## config.mk

```make
export PLATFORM = sky130hd
export DESIGN_NAME = mem_arbiter
export DESIGN_NICKNAME = d
export VERILOG_FILES = /design/src/rtl/mem_arbiter.sv
export SDC_FILE = /design/constraint.sdc
export NUM_CORES = 1
export LEC_CHECK = 0
export ABC_AREA = 0
export CORE_MARGIN = 2
export CORE_UTILIZATION = 44
export CTS_CLUSTER_SIZE = 30
export DETAILED_ROUTE_END_ITERATION = 16
export PLACE_DENSITY = 0.81
export SKIP_LAST_GASP = 1
export SLEW_MARGIN = 40
export SYNTH_ARGS = -nofsm -noshare
export SYNTH_HDL_FRONTEND = slang
export SYNTH_SLANG_ARGS = --single-unit
export TNS_END_PERCENT = 5
```

## constraint.sdc

```tcl
create_clock -name clk -period 6.5 [get_ports clk]
set_input_delay 1.625 -clock clk [delete_from_list [all_inputs] [get_ports clk]]
set_output_delay 1.625 -clock clk [all_outputs]
set_load 0.01 [all_outputs]
```

## src/rtl/mem_arbiter.sv

```systemverilog
// Round-robin arbiter that sequences the shared data memory between the CPU (port 0) and the UART loader (port 1).
// Optional `MEM_ARB_PERF_EN adds the saturating cpu_stall_cnt / ld_wait_cnt performance counters.
module mem_arbiter #(
  parameter int DATA_W     = 32,
  parameter int ADDR_W     = 32,
  parameter int RD_LATENCY = 1
) (
  input  logic              clk,
  input  logic              rst,
  input  logic              cpu_req,
  input  logic              cpu_we,
  input  logic [ADDR_W-1:0] cpu_addr,
  input  logic [DATA_W-1:0] cpu_wdata,
  output logic              cpu_gnt,
  output logic              cpu_rvalid,
  output logic [DATA_W-1:0] cpu_rdata,
  output logic              cpu_stall,
  input  logic              ld_req,
  input  logic              ld_we,
  input  logic [ADDR_W-1:0] ld_addr,
  input  logic [DATA_W-1:0] ld_wdata,
  output logic              ld_gnt,
  output logic              ld_rvalid,
  output logic [DATA_W-1:0] ld_rdata,
  input  logic              ld_lock,
  output logic              m_read,
  output logic              m_write,
  output logic [ADDR_W-1:0] m_addr,
  output logic [DATA_W-1:0] m_wdata,
  input  logic [DATA_W-1:0] m_rdata
`ifdef MEM_ARB_PERF_EN
  ,
  output logic [31:0]       cpu_stall_cnt,
  output logic [31:0]       ld_wait_cnt
`endif
);

  localparam int CW = 2;
  localparam logic OWN_CPU = 1'b0;
  localparam logic OWN_LD  = 1'b1;

  typedef enum logic [1:0] {IDLE, CMD, WAIT} state_t;

  typedef struct packed {
    logic              we;
    logic [ADDR_W-1:0] addr;
    logic [DATA_W-1:0] wdata;
  } txn_t;

  state_t            state, state_nxt;
  txn_t              txn;
  logic              owner, last_owner;
  logic [CW-1:0]     cnt;
  logic [DATA_W-1:0] cpu_rdata_q, ld_rdata_q;
  logic              cpu_elig, ld_elig, pick_ld, rsp;

  assign cpu_elig = cpu_req & ~ld_lock;
  assign ld_elig  = ld_req;
  // Loader wins only when it is the sole eligible port or the CPU had the last grant.
  assign pick_ld  = ld_elig & (~cpu_elig | (last_owner == OWN_CPU));
  assign rsp      = (state == WAIT) && (cnt == '0);

  always_ff @(posedge clk or posedge rst) begin
    if (rst) state <= IDLE;
    else     state <= state_nxt;
  end

  always_comb begin
    state_nxt = state;
    case (state)
      IDLE:    if (cpu_elig || ld_elig) state_nxt = CMD;
      CMD:     state_nxt = txn.we ? IDLE : WAIT;
      WAIT:    if (cnt == '0) state_nxt = IDLE;
      default: state_nxt = IDLE;
    endcase
  end

  always_ff @(posedge clk or posedge rst) begin
    if (rst) begin
      owner       <= OWN_CPU;
      last_owner  <= OWN_LD;
      txn         <= '0;
      cnt         <= '0;
      cpu_rdata_q <= '0;
      ld_rdata_q  <= '0;
    end else begin
      case (state)
        IDLE: if (cpu_elig || ld_elig) begin
          owner     <= pick_ld;
          txn.we    <= pick_ld ? ld_we    : cpu_we;
          txn.addr  <= pick_ld ? ld_addr  : cpu_addr;
          txn.wdata <= pick_ld ? ld_wdata : cpu_wdata;
        end
        CMD: begin
          last_owner <= owner;
          cnt        <= CW'(RD_LATENCY - 1);
        end
        WAIT: begin
          if (cnt != '0)             cnt         <= cnt - CW'(1);
          else if (owner == OWN_LD)  ld_rdata_q  <= m_rdata;
          else                       cpu_rdata_q <= m_rdata;
        end
        default: ;
      endcase
    end
  end

  // Outputs decode registered state only (plus the requester's own req for stall), so no
  // glitches are introduced by the arbiter itself.
  always_comb begin
    m_write    = (state == CMD) &  txn.we;
    m_read     = (state == CMD) & ~txn.we;
    m_addr     = txn.addr;
    m_wdata    = txn.wdata;
    cpu_gnt    = (state == CMD) & (owner == OWN_CPU);
    ld_gnt     = (state == CMD) & (owner == OWN_LD);
    cpu_rvalid = rsp & (owner == OWN_CPU);
    ld_rvalid  = rsp & (owner == OWN_LD);
    cpu_rdata  = cpu_rvalid ? m_rdata : cpu_rdata_q;
    ld_rdata   = ld_rvalid  ? m_rdata : ld_rdata_q;
    cpu_stall  = cpu_req & ~(cpu_gnt & txn.we) & ~cpu_rvalid;
  end

`ifdef MEM_ARB_PERF_EN
  logic ld_pend;
  assign ld_pend = ld_req & ~(ld_gnt & txn.we) & ~ld_rvalid;

  always_ff @(posedge clk or posedge rst) begin
    if (rst) begin
      cpu_stall_cnt <= '0;
      ld_wait_cnt   <= '0;
    end else begin
      if (cpu_stall && cpu_stall_cnt != '1) cpu_stall_cnt <= cpu_stall_cnt + 32'd1;
      if (ld_pend   && ld_wait_cnt   != '1) ld_wait_cnt   <= ld_wait_cnt + 32'd1;
    end
  end
`endif

endmodule
```

==> results.sh <==
export IMPL_cts_sinks=135
export IMPL_maxCapViolCount=0
export IMPL_power_density_nw_per_um2=460
export IMPL_grt_start_max_net_pins=100
export IMPL_antenna_found_initial=0
export IMPL_io_buffers=301
export IMPL_worst_r2r_endpoint="m_wdata[3]"
export IMPL_syn_avg_cell_area_um2=11.5
export IMPL_viasPerCell=5.54
export IMPL_fin_nets=1032
export IMPL_fp_dieH_um=136
export IMPL_clock_path_buffers=2
export IMPL_fill_cells=1375
export IMPL_yosys_area_share_adder=0.00163
export IMPL_synth_xor_area_share=0
export IMPL_whs_path_depth=1
export IMPL_p_leak_nw=4.26
export IMPL_ys_async_sr_fraction=1.00
export IMPL_wire_per_inst_um=19.4
export IMPL_cts_tree="done"
export IMPL_root_buffer="clkbuf_16"
export IMPL_ys_flop_type="dfrtp_1"
export IMPL_finalWirelength_um=21300
export IMPL_dr_pass1_iters=5
export IMPL_rows=48
export IMPL_worst_pin_slew_ns=0.808
export IMPL_coreArea_um2=17200
export IMPL_drv_slew=0
export IMPL_vias=6106
export IMPL_antenna_cells=0
export IMPL_drtIter0Drc=272
export IMPL_worst_slack_ns=1.69
export IMPL_synth_compound_area_frac=0.233
export IMPL_synthMuxAreaShare=0.151
export IMPL_ys_warn_count=0
export IMPL_start_util=0.446
export IMPL_clkSlewWorstSetupHoldPaths_ns=0.06
export IMPL_die_x_um=136
export IMPL_synth_top_family_by_area="compound AO/OA/AOI/OAI gates"
export IMPL_setup_tns_final_ns=0
export IMPL_syn_nets=834
export IMPL_final_cells=1102
export IMPL_drcViolationCount=0
export IMPL_yosysTopAreaCellShare=0.437
export IMPL_syn2layout_area_growth_pct=42.1
export IMPL_dp_hpwl_um=13900
export IMPL_synth_edf_count=0
export IMPL_syn_area_um2=7670
export IMPL_drive_gt1_frac=0.217
export IMPL_cts_repair_resized=0
export IMPL_fp_dieArea_um2=18500
export IMPL_synth_top_cell_by_area="dfrtp_1"
export IMPL_ios=302
export IMPL_outcome="completed"
export IMPL_timing_reg2reg_setup_slack_ns=4.24
export IMPL_holdWs_ns=0.485
export IMPL_ctsHtreeMaxLevel=4
export IMPL_worstSetupPathType="input pin to primary output"
export IMPL_cts_hold_fix_buffers=0
export IMPL_timing_rr_start="state[0]"
export IMPL_finalCritPeriodShare=0.739
export IMPL_ys_seq_elements=135
export IMPL_first_global_vias=6201
export IMPL_grt_first_pass_wirelength_um=33100
export IMPL_dpl_worst_slack_ns=1.70
export IMPL_critical_path_endpoint_type="primary output"
export IMPL_track_usage=0.230
export IMPL_hold_class="flip-flop to flip-flop"
export IMPL_min_to="cpu_rdata_q[12]"
export IMPL_ant_nets=0
export IMPL_dp_cells=1070
export IMPL_clock_latency_ns=0.42
export IMPL_gp_congestion=0.753
export IMPL_synthTopCellsByCount="134 x dfrtp_1, 100 x mux2_2, 67 x o21ai_0"
export IMPL_synth_simple_area_share=0.0638
export IMPL_overflow=0
export IMPL_critPathMaxFanout=4
export IMPL_seq_area_frac_synth=0.441
export IMPL_hold_start="cpu_rdata_q[12]"
export IMPL_syn_inst=666
export IMPL_ys_types=32
export IMPL_cts_made_buffers=17
export IMPL_max_vdd_ir_drop_mv=0.209
export IMPL_required_ns=4.88
export IMPL_start_kind="input pin"
export IMPL_ff2ff_path_depth=5
export IMPL_synthTopCellsByArea="dfrtp_1 44%, mux2_2 15%, a2bb2oi_2 7.8%"
export IMPL_rsz0062_at_grt="false"
export IMPL_relSlewSlack=0.462
export IMPL_hold_violations=0
export IMPL_critPathArrivalTime_ns=3.18
export IMPL_fin_crit_ns=4.81
export IMPL_synth_most_common_cell="dfrtp_1"
export IMPL_max_freq_mhz=208
export IMPL_utilization=0.634
export IMPL_setup_viol=0
export IMPL_skew_ns=0.00842
export IMPL_cts_setup_buffers=0
worst max-delay path by stage:
stage                     slack, ns  depth (start not counted)    start        end
after floorplan                1.27                          1      rst     cnt[0]
after global placement         1.69                          4  cpu_req  cpu_stall
after detailed placement       1.70                          4  cpu_req  cpu_stall
after CTS                      1.70                          4  cpu_req  cpu_stall
after global routing           1.62                          4  cpu_req  cpu_stall
final                          1.69                          4  cpu_req  cpu_stall
where the power goes:
group	internal [mW]	switching (mW)	total (mW)
Sequential	1.26	0.233	1.49
Clock	0.648	0.387	1.03
Combinational	1.50	0.984	2.48
Total	3.40	1.60	5.01
worst max-delay path: stages:
cell and delay (ns):
clkdlybuf4s50_1 0.53, inv_1 0.06, a211oi_1 0.34, clkdlybuf4s50_1 0.63
kinds of logic after synthesis:
logic type      Yosys count
simple gates             79
mux                     103
compound gates          205
fa+ha+maj                 1
flops                   135
buf+inv                 143
layer usage:
metal / up-vias / GRT usage / share of wire
li1: 2806 / - / -
met1: 2969 / 0.270 / 0.39
met2: 294 / 0.377 / 0.48
met3: 37 / 0.0992 / 0.11
met4: 0 / 0.0839 / 0.021
met5: - / 0 / 0
stage by stage:
step                      area (µm²)  power (mW)
after floorplan                 7670        3.05
after global placement         10300        3.93
after detailed placement       10300        3.99
after CTS                      10900        5.05
after global routing           10900        5.28
final                          10900        5.01
state kept, by name, indices dropped and copies added (netlist names):
signal	count
owner	1
state	2
ld_rdata_q	32
cnt	2
txn	1
m_wdata	32
m_addr	32
last_owner	1
cpu_rdata_q	32
layout by cell type (no fill, tap or decap), types with 2 or more instances in the layout:
master | Yosys | routed
dfrtp_1 | 134 | 134
a22o_1 | 2 | 2
clkbuf_1 | 43 | 2
and2_1 | 65 | 65
a221oi_1 | 65 | 65
bufinv_16 | 0 | 4
mux2_1 | 3 | 3
a21o_1 | 2 | 2
buf_4 | 64 | 9
mux2_2 | 100 | 100
inv_6 | 0 | 3
clkbuf_16 | 0 | 17
a2bb2oi_1 | 24 | 24
nor2_1 | 4 | 4
clkinv_4 | 0 | 4
or3_1 | 2 | 2
o21ai_0 | 67 | 67
clkdlybuf4s50_1 | 0 | 300
a2bb2oi_2 | 40 | 40
inv_1 | 10 | 8
layout make-up:
class	count	area, µm²	area share
multi-input combinational	388	3460	0.317
sequential	135	3380	0.310
timing repair buffer	311	3100	0.284
clock buffer	19	433	0.0397
tap	225	282	0.0258
clock inverter	13	194	0.0178
inverter	11	51.3	0.00471
Power figures use the tool's default switching activity.
